`config.mk`:
```
export PLATFORM = sky130hd
export DESIGN_NAME = stack_arbiter
export DESIGN_NICKNAME = d
export VERILOG_FILES = /design/src/rtl/stack_arbiter.sv
export SDC_FILE = /design/constraint.sdc
export NUM_CORES = 1
export LEC_CHECK = 0
export BUFFER_PORTS_ARGS = -buffer_cell sky130_fd_sc_hd__clkbuf_2
export CAP_MARGIN = 20
export CORE_MARGIN = 1.5
export CORE_UTILIZATION = 38
export DETAILED_ROUTE_END_ITERATION = 12
export PLACE_DENSITY = 0.76
export SLEW_MARGIN = 20
export SYNTH_ARGS = -nofsm -noshare
export SYNTH_HDL_FRONTEND = slang
export SYNTH_SLANG_ARGS = --single-unit
```
`constraint.sdc`:
```
create_clock -name clk -period 6.1 [get_ports clk]
set_input_delay 0.305 -clock clk [delete_from_list [all_inputs] [get_ports clk]]
set_output_delay 0.305 -clock clk [all_outputs]
set_load 0.01 [all_outputs]
```
`src/rtl/stack_arbiter.sv`:
```
// stack_arbiter: round-robin arbiter sharing one LIFO stack among NREQ requesters, with lock bursts.
// Define STACK_ARB_OCC_EN to add the DPT parameter and the o_occupancy/o_hiwat outputs.
module stack_arbiter #(
    parameter int NREQ = 4,
    parameter int DW = 8
`ifdef STACK_ARB_OCC_EN
    , parameter int DPT = 4
`endif
) (
    input  logic                     clk,
    input  logic                     aresetn,
    input  logic [NREQ-1:0]          i_req_valid,
    input  logic [NREQ-1:0]          i_req_op,
    input  logic [NREQ*DW-1:0]       i_req_data,
    input  logic [NREQ-1:0]          i_req_lock,
    output logic [NREQ-1:0]          o_req_ready,
    output logic [NREQ-1:0]          o_rsp_valid,
    output logic [DW-1:0]            o_rsp_data,
    output logic                     o_lock_active,
    output logic [$clog2(NREQ)-1:0]  o_lock_owner,
    output logic                     o_stk_push_en,
    output logic [DW-1:0]            o_stk_push_data,
    output logic                     o_stk_pop_en,
    input  logic [DW-1:0]            i_stk_pop_data,
    input  logic                     i_stk_full,
    input  logic                     i_stk_empty
`ifdef STACK_ARB_OCC_EN
    , output logic [$clog2(DPT):0]   o_occupancy,
    output logic [$clog2(DPT):0]     o_hiwat
`endif
);
    localparam int IDW = $clog2(NREQ);

    typedef enum logic {IDLE, LOCKED} state_t;

    state_t          state, state_nxt;
    logic [IDW-1:0]  rr_ptr, owner, g, idx;
    logic [NREQ-1:0] elig;
    logic [DW-1:0]   req_data [NREQ];
    logic            found, xfer, lock_exit;

    function automatic logic [IDW-1:0] wrap_inc(input logic [IDW-1:0] x);
        return (x == IDW'(NREQ - 1)) ? '0 : x + 1'b1;
    endfunction

    for (genvar d = 0; d < NREQ; d++) begin : g_data
        assign req_data[d] = i_req_data[d*DW +: DW];
    end

    // While locked, only the owner competes; everyone else stalls regardless of stack state.
    always_comb begin
        elig = '0;
        for (int i = 0; i < NREQ; i++)
            elig[i] = i_req_valid[i] & (i_req_op[i] ? ~i_stk_full : ~i_stk_empty)
                      & ((state == IDLE) | (owner == IDW'(i)));
    end

    always_comb begin
        found = 1'b0;
        g = '0;
        idx = '0;
        for (int k = 0; k < NREQ; k++) begin
            idx = IDW'((int'(rr_ptr) + k) % NREQ);
            if (!found && elig[idx]) begin
                found = 1'b1;
                g = idx;
            end
        end
    end

    assign xfer            = found & aresetn;
    assign lock_exit       = (state == LOCKED) & ~i_req_lock[owner];
    assign o_req_ready     = xfer ? (NREQ'(1) << g) : '0;
    assign o_stk_push_en   = xfer & i_req_op[g];
    assign o_stk_pop_en    = xfer & ~i_req_op[g];
    assign o_stk_push_data = req_data[g];

    always_ff @(posedge clk or negedge aresetn) begin
        if (!aresetn)
            state <= IDLE;
        else
            state <= state_nxt;
    end

    always_comb begin
        state_nxt = (state == IDLE) ? ((xfer && i_req_lock[g]) ? LOCKED : IDLE)
                                    : (lock_exit ? IDLE : LOCKED);
    end

    always_comb begin
        o_lock_active = (state == LOCKED);
        o_lock_owner  = o_lock_active ? owner : '0;
    end

    always_ff @(posedge clk or negedge aresetn) begin
        if (!aresetn) begin
            rr_ptr      <= '0;
            owner       <= '0;
            o_rsp_valid <= '0;
            o_rsp_data  <= '0;
        end else begin
            if (state == IDLE && xfer)
                rr_ptr <= wrap_inc(g);
            else if (lock_exit)
                rr_ptr <= wrap_inc(owner);
            if (state == IDLE && xfer && i_req_lock[g])
                owner <= g;
            o_rsp_valid <= o_stk_pop_en ? (NREQ'(1) << g) : '0;
            if (o_stk_pop_en)
                o_rsp_data <= i_stk_pop_data;
        end
    end

`ifdef STACK_ARB_OCC_EN
    localparam int OW = $clog2(DPT) + 1;

    logic [OW-1:0] occ_nxt;

    always_comb begin
        occ_nxt = o_occupancy;
        if (o_stk_push_en && o_occupancy != OW'(DPT))
            occ_nxt = o_occupancy + 1'b1;
        else if (o_stk_pop_en && o_occupancy != '0)
            occ_nxt = o_occupancy - 1'b1;
    end

    always_ff @(posedge clk or negedge aresetn) begin
        if (!aresetn) begin
            o_occupancy <= '0;
            o_hiwat     <= '0;
        end else begin
            o_occupancy <= occ_nxt;
            if (occ_nxt > o_hiwat)
                o_hiwat <= occ_nxt;
        end
    end
`endif

endmodule

```
==> key figures <==
Detailed routing
  • Routed wire length: 3.35 mm
  • Routed length per instance: between 10 and 15 um
  • Drc violations: 0
  • Via density: about 5
  • DR iter-0 viols: 21
  • Vias: 1352
  • Final ANT Viol Nets: 0
  • DR pass1 iterations: 4

Clock network
  • H-tree depth: 1
  • Post-CTS sizing: 0
  • Clock Latency Late Sink: about 0.3 ns
  • Worst-path clk slew: ~0.11 ns
  • Number of CTS-inserted buffers: 3
  • Maximum buffer depth of the clock tree: 2
  • Root Driver: clkbuf_4
  • Cts hold-fix bufs: 1
  • CTS tree: built
  • Setup bufs post-CTS: 0
  • Clk sink count: 17

Critical path
  • Origin of the worst setup path: owner[1]
  • Worst r2r path cells: 9
  • Kind of critical path: reg2out
  • Critical Path RT: 5.79 ns
  • Reg2reg end: o_rsp_data[4]
  • Worst Path Arrival: between 3 and 4 ns
  • Crit. End Element: primary output
  • Startpoint types: flop
  • Reg2Reg Setup Slack: between 2 and 3 ns
  • RR Startpoint: owner[1]
  • Worst setup path endpoint: o_stk_pop_en
  • CP Max Fanout: 22

Pwr
  • Leakage: approximately 0.0011 uW
  • Cell area power density: just under 400 nW/um^2
  • Max IR drop VDD: roughly 0.14 mV

Layout
  • Fillcell total: roughly 340
  • Reg area: 425 um^2
  • Commonest cells after routing, fill and taps aside: clkbuf_2, dfrtp_1, nor2_1
  • Layout cells sized above 1: between 40% and 50%
  • Synthesis-to-layout area growth: 36.9%
  • Post-layout nets: 294
  • Multi-input logic area: 900 um^2
  • Commonest non-fill, non-tap cell in the layout: clkbuf_2
  • Ant. Diodes: 0

Placement
  • Routability Congestion: around 0.8
  • HPWL after detailed placement: between 2 and 3 mm
  • IO buf count: 84

Synthesis
  • Cell Area, Synth: ~1400 um^2
  • Yosys reg bits: 17
  • Top cells by area, synth: dfrtp_1, mux2_4, mux2_2
  • Post-synth EDFFs: 0
  • Ys Warns: 0
  • Sequential area share after synthesis: 30.8%
  • Yosys top cell area share: 30.8%
  • Post-synth ARST share: 100%
  • Mapped Nets: between 200 and 250
  • Yosys top cell by area: dfrtp_1
  • Synth unique cells: 31
  • Syn avg cell area: approximately 9.7 um^2
  • Top_reg_cell synth: dfrtp_1
  • Synth Instances: around 140

Die
  • FP Rows: 21
  • Initial Utilization: 40.4%
  • Die Area: 4000 um^2
  • Overall die height: 63.3 um
  • Die Wd: approximately 63 um
  • Ports: between 80 and 90
  • Core ar.: roughly 3400 um^2

STA
  • FMAX: around 0.29 GHz
  • Final Hold Violating Endpoints: 0
  • Pins Over Slew Limit: 0
  • Skew final: 0.00634 ns
  • Max_slew headroom: around two fifths
  • Unrepaired setup endpoints after global routing: false
  • Tmin final: roughly 3.5 ns
  • Hold slack final: around 0.23 ns
  • Final Cycle Share: between 50% and 60%
  • Setup-failing EPs final: 0
  • Worst slew pin tran: about 0.93 ns
  • Setup_tns: 0 ns

Global route
  • First-pass GRT wire length: between 5 and 6 mm
  • Initial antenna violation count: 0
  • Largest net degree at the start of global routing: 23
  • Gr usage total: between 10% and 20%
  • Vias in the first global route: around 1300
  • GR Overflow Total: 0

Run
  • Max-cap violations: 0

Hold path
  • HP Class: in2reg

Run status
  • Status: finished, final reports clean
[area by class of cell]
class	count	area share, %
clock buffer	3	1.19
clock inverter	1	0.265
inverter	11	2.19
multi-input combinational	111	47.6
sequential	17	22.5
tap	46	3.05
timing repair buffer	86	23.2
[metal layers]
metal / up-vias / GRT usage (%) / routed length [um] / part of all wire, %
li1: 684 / - / - / -
met1: 588 / 20.6 / 1360 / 41
met2: 76 / 33.0 / 1630 / 49
met3: 4 / 5.36 / 329 / 9.8
met4: 0 / 4.89 / 31 / 0.92
met5: - / 0 / 0 / 0
[worst max-delay path, stage by stage (launching register included)]
cell and delay (ns):
dfrtp_1 0.44, inv_1 0.12, ha_1 0.14, nand2b_1 0.11, and4_1 0.26, o211ai_1 0.15
a21oi_2 0.76, nand2_1 0.24, o22ai_4 0.44, clkbuf_2 0.21
[worst min path at each step]
| stage | from | end | slack [ns] | cells past startpoint |
|---|---|---|---|---|
| floorplan | aresetn | o_lock_active | 0.009 | 0 |
| global placement | aresetn | o_rsp_data[5] | 0.26 | 1 |
| detailed placement | aresetn | o_rsp_data[5] | 0.27 | 1 |
| CTS | i_stk_pop_data[6] | o_rsp_data[6] | 0.22 | 2 |
| global route | i_stk_pop_data[5] | o_rsp_data[5] | 0.22 | 2 |
| finish | i_stk_pop_data[6] | o_rsp_data[6] | 0.23 | 2 |
[metrics by stage]
| stage | std cells | setup slack (ns) | power, uW | utilization [%] | cell area, um^2 |
|---|---|---|---|---|---|
| floorplan | 143 | 3.51 | 528 | - | 1380 |
| global placement | 270 | 3.02 | 674 | 54.2 | 1850 |
| detailed placement | 270 | 2.96 | 679 | 54.2 | 1850 |
| CTS | 275 | 2.60 | 747 | 55.3 | 1890 |
| global route | 275 | 2.24 | 808 | 55.3 | 1890 |
| finish | 275 | 2.62 | 736 | 55.3 | 1890 |
[registers in the layout (all words and copies together) (netlist names)]
name / count
o_rsp_data: 8
rr_ptr: 2
o_lock_active: 1
o_rsp_valid: 4
owner: 2
[cell usage after synthesis, types with 2 or more instances]
master and instances:
nand4_1 2, o221ai_1 3, o211ai_1 2, o21ai_0 2
mux2_2 10, a21oi_1 11, mux2_4 9, nand2_1 10
and4_1 2, nand3_1 2, nor2b_1 2, inv_1 10
clkbuf_1 2, and2_1 5, mux2i_1 11, nor2_1 14
dfrtp_1 17, o21ai_1 2, nand2b_1 7, buf_2 2
ha_1 8
[where the power goes]
group          internal (uW)  switching (uW)
logic                    230             244
registers                160            39.5
clock network           24.5            38.8
[cells by family (layout without fill, tap and decap cells)]
| logic type | count (synthesis) | in the layout | share of synthesized area [%] |
|---|---|---|---|
| AOI/OAI and AO/OA | 25 | 25 | 12.4 |
| adders and majority gates | 8 | 8 | 7.25 |
| buffers and inverters | 15 | 101 | 4.26 |
| DFF | 17 | 17 | 30.8 |
| muxes | 32 | 32 | 28.4 |
| and+or+nand+nor | 46 | 46 | 16.9 |
Note: power is estimated with default switching activity, not from simulation.
